### src/rtl/pipeline_ctrl.sv
// rtl/pipeline_ctrl.sv - hazard/stall controller for the 5-stage pipeline
// Pause holds a pipeline register and beats bubble; outputs are combinational from state and inputs.
module pipeline_ctrl #(
  parameter int MDU_LAT     = 4,
  parameter int MEM_TIMEOUT = 255,
  parameter int CNT_W       = 32
) (
  input  logic             clock,
  input  logic             reset,
  input  logic [4:0]       id_rs1,
  input  logic [4:0]       id_rs2,
  input  logic             id_use_rs1,
  input  logic             id_use_rs2,
  input  logic [4:0]       ex_rd,
  input  logic             ex_is_load,
  input  logic             ex_is_mdu,
  input  logic             ex_branch_taken,
  input  logic             mem_req,
  input  logic             mem_ready,
  output logic             pc_pause,
  output logic             if_id_pause,
  output logic             if_id_bubble,
  output logic             id_ex_pause,
  output logic             id_ex_bubble,
  output logic             ex_mem_pause,
  output logic             ex_mem_bubble,
  output logic             mem_wb_pause,
  output logic             mem_wb_bubble,
  output logic             pc_redirect,
  output logic             mdu_busy,
  output logic             mdu_done,
  output logic             mem_timeout,
  output logic [CNT_W-1:0] stall_count
);

  localparam int MW = $clog2(MDU_LAT + 1);
  localparam int WW = ($clog2(MEM_TIMEOUT + 1) > 8) ? $clog2(MEM_TIMEOUT + 1) : 8;
  localparam logic [MW-1:0] MDU_LOAD = MW'(MDU_LAT - 2);
  localparam logic [WW-1:0] TMO_VAL  = WW'(MEM_TIMEOUT);

  typedef enum logic {RUN, MDU_BUSY} state_t;

  state_t          state, state_nx;
  logic [MW-1:0]   mdu_cnt, mdu_cnt_nx;
  logic [WW-1:0]   wait_cnt, wait_cnt_nx;
  logic            mem_wait, mem_stall, mdu_hold, load_use;

  always_ff @(posedge clock) begin
    if (reset) begin
      state       <= RUN;
      mdu_cnt     <= '0;
      wait_cnt    <= '0;
      stall_count <= '0;
    end else begin
      state       <= state_nx;
      mdu_cnt     <= mdu_cnt_nx;
      wait_cnt    <= wait_cnt_nx;
      stall_count <= stall_count + CNT_W'(pc_pause);
    end
  end

  always_comb begin
    state_nx      = state;
    mdu_cnt_nx    = mdu_cnt;
    wait_cnt_nx   = '0;
    pc_pause      = 1'b0;
    if_id_pause   = 1'b0;
    if_id_bubble  = 1'b0;
    id_ex_pause   = 1'b0;
    id_ex_bubble  = 1'b0;
    ex_mem_pause  = 1'b0;
    ex_mem_bubble = 1'b0;
    mem_wb_pause  = 1'b0;
    mem_wb_bubble = 1'b0;
    pc_redirect   = 1'b0;

    mdu_busy    = (state == MDU_BUSY);
    mem_wait    = mem_req & ~mem_ready;
    // Once the wait budget is spent the access is released as if ready arrived.
    mem_timeout = ~reset & mem_wait & (wait_cnt == TMO_VAL);
    mem_stall   = ~reset & mem_wait & ~mem_timeout;
    mdu_done    = ~reset & mdu_busy & (mdu_cnt == '0);
    mdu_hold    = ((state == RUN) & ex_is_mdu) | (mdu_busy & (mdu_cnt != '0));
    load_use    = ex_is_load & (ex_rd != 5'd0) &
                  ((id_use_rs1 & (id_rs1 == ex_rd)) | (id_use_rs2 & (id_rs2 == ex_rd)));

    if (reset) begin
      if_id_bubble  = 1'b1;
      id_ex_bubble  = 1'b1;
      ex_mem_bubble = 1'b1;
      mem_wb_bubble = 1'b1;
    end else if (mem_stall) begin
      pc_pause      = 1'b1;
      if_id_pause   = 1'b1;
      id_ex_pause   = 1'b1;
      ex_mem_pause  = 1'b1;
      mem_wb_bubble = 1'b1;
      wait_cnt_nx   = wait_cnt + WW'(1);
      // The MDU keeps computing while memory stalls, so its countdown still runs.
      if (mdu_cnt != '0) mdu_cnt_nx = mdu_cnt - MW'(1);
    end else if (mdu_hold) begin
      pc_pause      = 1'b1;
      if_id_pause   = 1'b1;
      id_ex_pause   = 1'b1;
      ex_mem_bubble = 1'b1;
      if (state == RUN) begin
        state_nx   = MDU_BUSY;
        mdu_cnt_nx = MDU_LOAD;
      end else begin
        mdu_cnt_nx = mdu_cnt - MW'(1);
      end
    end else begin
      if (mdu_done) state_nx = RUN;
      if (ex_branch_taken) begin
        pc_redirect  = 1'b1;
        if_id_bubble = 1'b1;
        id_ex_bubble = 1'b1;
      end else if (load_use) begin
        pc_pause     = 1'b1;
        if_id_pause  = 1'b1;
        id_ex_bubble = 1'b1;
      end
    end
  end

endmodule

### config.mk
export PLATFORM = sky130hd
export DESIGN_NAME = pipeline_ctrl
export DESIGN_NICKNAME = d
export VERILOG_FILES = /design/src/rtl/pipeline_ctrl.sv
export SDC_FILE = /design/constraint.sdc
export NUM_CORES = 1
export LEC_CHECK = 0
export ABC_AREA = 0
export BUFFER_PORTS_ARGS = -buffer_cell sky130_fd_sc_hd__buf_2
export CORE_ASPECT_RATIO = 0.7
export CORE_MARGIN = 1
export CORE_UTILIZATION = 46
export DETAILED_ROUTE_END_ITERATION = 7
export HOLD_SLACK_MARGIN = 0.03
export PLACE_DENSITY_LB_ADDON = 0.12
export REMOVE_ABC_BUFFERS = 1
export SYNTH_ARGS = -nofsm -noshare
export SYNTH_HDL_FRONTEND = slang
export SYNTH_SLANG_ARGS = --single-unit
### constraint.sdc
create_clock -name clock -period 3.05 [get_ports clock]
set_clock_uncertainty 0.15 [all_clocks]
set_input_delay 0.1525 -clock clock [delete_from_list [all_inputs] [get_ports clock]]
set_output_delay 0.1525 -clock clock [all_outputs]
set_load 0.02 [all_outputs]
# Yosys cells after proc, flatten, opt, wreduce, memory -nomap -nowiden
# Index checks and enable logic that the tools add are counted.
# op_classes
add_sub_neg,3
n_mul,0
div_mod_pow,0
n_lt_le_gt_ge,0
eq_ne,4
shifts,0
muxes,28
n_bitwise,19
n_reduce_logical,8
# ops
op,count
$add 32x1->32,1
$mux 1,24
$and 1x1->1,12
$mux 3,4
$eq 5x5->1,2
$add 8x1->8 const B,1
$eq 8x8->1 const B,1
$not 1->1,5
$reduce_bool 5->1,1
$reduce_and 2->1,2
$reduce_bool 2->1,2
$logic_not 3->1,1
$reduce_bool 3->1,1
$sub 3x1->3 const B,1
$ne 2x1->1 const B,1
$or 1x1->1,2
$reduce_or 2->1,1
# word_totals
regBits,44
latch_bits,0
ram_bits,0
rom_bits,0
inputBits,24
out_inout_bits,45
word_cells,66
mem_count,0

# Logic depth before layout (Yosys ltp)
# depth
depth_word,10
ltp_mapped,14
ltp_nobuf,12

# Least setup slack after synthesis
# Ideal clock, no wire load.
# synth_path
path_type,reg-to-reg
start,reg wait_cnt[0]
end,reg stall_count[12]
arrival_ns,3.245
t_required_ns,2.830
slack_ns,-0.416
stages_incl_launch_ff,13
path_buffers,1
cell_sequence,dfxtp_1 -> ha_1 -> nand3_1 -> o21ai_0 -> and2_1 -> o22ai_1 -> ha_1 -> ha_1 -> nand2_1 -> or4_1 -> clkbuf_1 -> or3_2 -> a21oi_1
# synth_between
elab_chain_cells,7
# synth_lines
item,line,rtl
"start, declared",45,"logic [WW-1:0] wait_cnt, wait_cnt_nx;"
"start signal, assigned",57,wait_cnt <= wait_cnt_nx;
$eq 8x8->1,80,mem_timeout = ~reset & mem_wait & (wait_cnt == TMO_VAL);
$and 1x1->1,80,
$not 1->1,81,mem_stall = ~reset & mem_wait & ~mem_timeout;
$and 1x1->1,81,
$mux 1 (2 in a row),n/a,
via if_id_pause,21,"output logic if_id_pause,"
$add 32x1->32,58,stall_count <= stall_count + CNT_W'(pc_pause);
"end signal, assigned",58,
"end, declared",33,output logic [CNT_W-1:0] stall_count
# The timed path passes the listed nets, and every way through them passes these cells.
# A chain may end at the register's enable or synchronous reset.

# Worst setup path after layout
# layout_path
start,reg mdu_cnt[0]
end,reg stall_count[20]
# layout_between
elab_chain_cells,7
# layout_lines
item,line,rtl
"start, declared",44,"logic [MW-1:0] mdu_cnt, mdu_cnt_nx;"
"start signal, assigned",56,mdu_cnt <= mdu_cnt_nx;
$reduce_bool 3->1,83,mdu_hold = ((state == RUN) & ex_is_mdu) | (mdu_busy & (mdu_cnt != '0));
$and 1x1->1,83,
$or 1x1->1,83,
$mux 1,101,end else if (mdu_hold) begin
$mux 1,92,end else if (mem_stall) begin
$mux 1,87,if (reset) begin
$add 32x1->32,58,
# Every way passes these cells.

==> metrics.yaml <==
run_status:
  status: "completed"
power_and_ir_drop:
  switching_share_pct: 26.35
  ir_worst_vdd_v: 0.0001611
  p_comb_share_pct: 16.2
  power_uw: 1118
  p_int_uw: 823.2
  seqPwrFrac_pct: 53.2
  p_per_area_nw_per_um2: 378.5
  power_leakage_uw: 0.001181
  switchingPower_uw: 294.5
  clock_power_share_pct: 30.6
clock_tree:
  cts_tree: "done"
  clock_sinks: 44
  ctsLongestPathBuffers: 2
  cts-root-buf: "clkbuf_8"
  clk_latency_ns: 0.29
  cts.htree.levels: 2
  clkSlewWorstSetupHoldPaths_ns: 0.08
  cts_buffers: 5
cells_and_area:
  multi_input_area_sq_um: 1380
  mostFrequentLayoutCells: "68 x buf_2, 42 x dfxtp_1, 21 x nor2_1, 21 x nand2_1, 19 x a21oi_1"
  drive_gt1_share_pct: 31.20
  seq_area_sq_um: 883.3
  fin_cells: 428
  area_delta_synth_final_pct: 26.75
  fillerInstances: 458
  diodes: 0
  layout_commonest_cell: "buf_2"
  nets: 388
floorplan:
  die_h_um: 61.54
  die_w_um: 87.06
  ioPinCount: 69
  initial_core_util_pct: 48.19
  placementRows: 21
  dieArea_sq_um: 5358
  core_area_sq_um: 4835
worst_hold_path:
  hold_end: "mdu_busy$_SDFFE_PP0P_"
  hp-class: "primary input to flop"
  hp-start: "ex_is_mdu"
  holdPathStages: 4
sta:
  hold_viol: 0
  fin_ws_ns: 0.1070
  drv_slew: 0
  setup_viol: 0
  hold_ws_ns: 0.1434
  fmax_ghz: 0.3398
  period_needed_ns: 2.943
  period_share_pct: 96.49
drt:
  first_pass_iters: 4
  routed_via_density: 5.393
  drt_iter0_drc: 94
  post_drt_wl_per_cell_um: 13.35
  vias: 2308
  wirelength_mm: 5.712
  drc: 0
  ant_nets: 0
placed_design:
  place.gp.congestion: 0.7926
  dp.cells: 417
  hpwl_mm: 4.044
  dp_slack_ns: 0.03123
  port_buffers: 67
synthesis:
  synthSimpleGateAreaFrac_pct: 28.95
  synth-seq-area-share_pct: 37.81
  synthesis.area_sq_um: 2330
  postSynthCellCount: 278
  synth_compound_area_share_pct: 14.29
  ys_ff_latch: 44
  synth_edf_count: 0
  synth_top_family_by_area: "simple AND/OR/NAND/NOR gates"
  synth_top_area_share_pct: 37.81
  synthMuxAreaShare_pct: 1.343
  synth_fa_ha_area_share_pct: 2.685
  ys_async_sr_fraction_pct: 0
  yosys_warnings: 0
  yosys.area.top_type: "dfxtp_1"
  synth.avg_cell_area_sq_um: 8.380
  synth.distinct_cells: 42
  synth-xor-area-share_pct: 9.398
  synth_ff_type: "dfxtp_1"
  synth_top_cells_by_area: "dfxtp_1 38%, xor2_1 6.8%, a21oi_1 4.7%"
grt:
  antenna_found_initial: 0
  overflow: 0
  busiest_layer: "met2"
  use_met3_pct: 4.290
  grt_pass1_vias: 1856
  grt_use_total_pct: 20.97
  grt_first_pass_wirelength_mm: 8.618
  grt_start_max_net_pins: 29
  met2_usage_pct: 33.18
  use_met1_pct: 29.61
worst_setup_path:
  crit_path_frequent_cell: "ha_2"
  cp_max_fo: 10
  reg2reg_slack_ns: 0.11
  crit_chain: "inv_1 > ha_2 > nand2b_4 > a21oi_2 > and2_4 > o22ai_4 > ha_2 > ha_2 > nand2_1 > or4_4 > buf_6 > or4_1 > a21oi_2"
  cp.required_ns: 3.12
  arrival_ns: 3.02
  cp_slowest_cell: "or4_4"
  critPathKind: "flop to flop"
  crit_path_max_incr_delay_ns: 0.45
  reg2reg_from: "mdu_cnt[0]$_SDFFE_PP0P_"
  startpoint_type: "flop"
  rr_worst_depth: 13
  regToRegEndpoint: "stall_count[20]$_SDFF_PP0_"
  end_kind: "flop"
run:
  maxCapViolations: 0
==> registers in the layout (all words and copies together), names as in the netlist <==
name and flops:
mdu_cnt 3, stall_count 32, mdu_busy 1, wait_cnt 8
==> worst max-delay path by stage <==
| stage | from | endpoint | slack [ns] | cells after the start |
|---|---|---|---|---|
| 3_3_place_gp | wait_cnt[1]$_SDFF_PN0_ | stall_count[12]$_SDFF_PP0_ | 0.11 | 12 |
| 3_5_place_dp | wait_cnt[1]$_SDFF_PN0_ | stall_count[12]$_SDFF_PP0_ | 0.03 | 12 |
| 2_1_floorplan | wait_cnt[0]$_SDFF_PN0_ | stall_count[12]$_SDFF_PP0_ | -1.03 | 11 |
| 6_report | mdu_cnt[0]$_SDFFE_PP0P_ | stall_count[20]$_SDFF_PP0_ | 0.11 | 13 |
| 5_1_grt | mdu_cnt[0]$_SDFFE_PP0P_ | stall_count[20]$_SDFF_PP0_ | -0.04 | 13 |
| 4_1_cts | wait_cnt[1]$_SDFF_PN0_ | stall_count[12]$_SDFF_PP0_ | 0.04 | 12 |
==> metrics by stage <==
stage | area (sq um) | utilization, % | setup TNS, ns
after floorplan | 2246 | - | -18.21
final | 2953 | 61.08 | 0
after CTS | 2887 | 59.71 | 0
after global placement | 2780 | 57.51 | 0
after global routing | 2953 | 61.08 | -0.06513
after detailed placement | 2780 | 57.51 | 0
==> Yosys cell counts (all sizes together) (2+ instances only) <==
library cell and number:
o21a 2, xor2 18, dfxtp 44, or4 14, o21ai 14, mux2i 2, o31ai 9, o211ai 3
and4 4, inv 10, nand4 9, nand3 17, and2 4, nor2b 4, and3 4, xnor2 7
ha 5, o22ai 2, nand2 21, o31a 2, or3 12, clkbuf 5, a21oi 22, buf 7
nor3 3, nor4 4, nor3b 2, nor2 21
==> critical path, delay by kind of cell, from the launching register on <==
kind,cells,cell delay (ns)
AND/OR/NAND/NOR,5,1.21
AO/OA/AOI/OAI,3,0.39
flip-flops,1,0.33
buffers and inverters,2,0.22
adder cells (fa/ha/maj),3,0.59
==> power by group through the flow <==
stage	Sequential [uW]	Clock, uW	Combinational [uW]
2_1_floorplan	610	0	83.0
3_3_place_gp	605	0	160
3_5_place_dp	606	0	161
4_1_cts	593	353	165
5_1_grt	596	380	198
6_report	594	342	181
==> cell type report <==
type	count	share of cell area [%]
multi-input cells	211	46.74
flip-flops and latches	44	29.92
repair buffers	86	16.40
well taps	69	2.924
clock buffers	6	2.458
inverters	11	1.398
clock inverters	1	0.1695
==> repair_timing <==
action                                  4_1_cts  5_1_grt
hold buffers                                  2        0
resized for setup                             2       16
setup buffers                                 0        1
endpoints found under the setup margin        1       13
pin swaps                                     0        3
cloned                                        0        1
hold endpoints to repair                      1        0
==> kinds of logic (layout without fill, tap and decap cells) <==
family / Yosys count / count (layout)
and+or+nand+nor: 121 / 121
AOI/OAI and AO/OA: 56 / 56
DFF: 44 / 44
xor gates and xnor gates: 25 / 25
buffers and inverters: 23 / 104
adders and majority gates: 5 / 5
muxes: 3 / 3
other: 1 / 1
==> layer usage <==
| layer | part of all wire [%] | vias to the layer above |
|---|---|---|
| met5 | 0 | - |
| met4 | 0 | 0 |
| met3 | 6.9 | 0 |
| met2 | 43 | 91 |
| met1 | 51 | 1046 |
| li1 | - | 1171 |
Power figures use the tool's default switching activity.
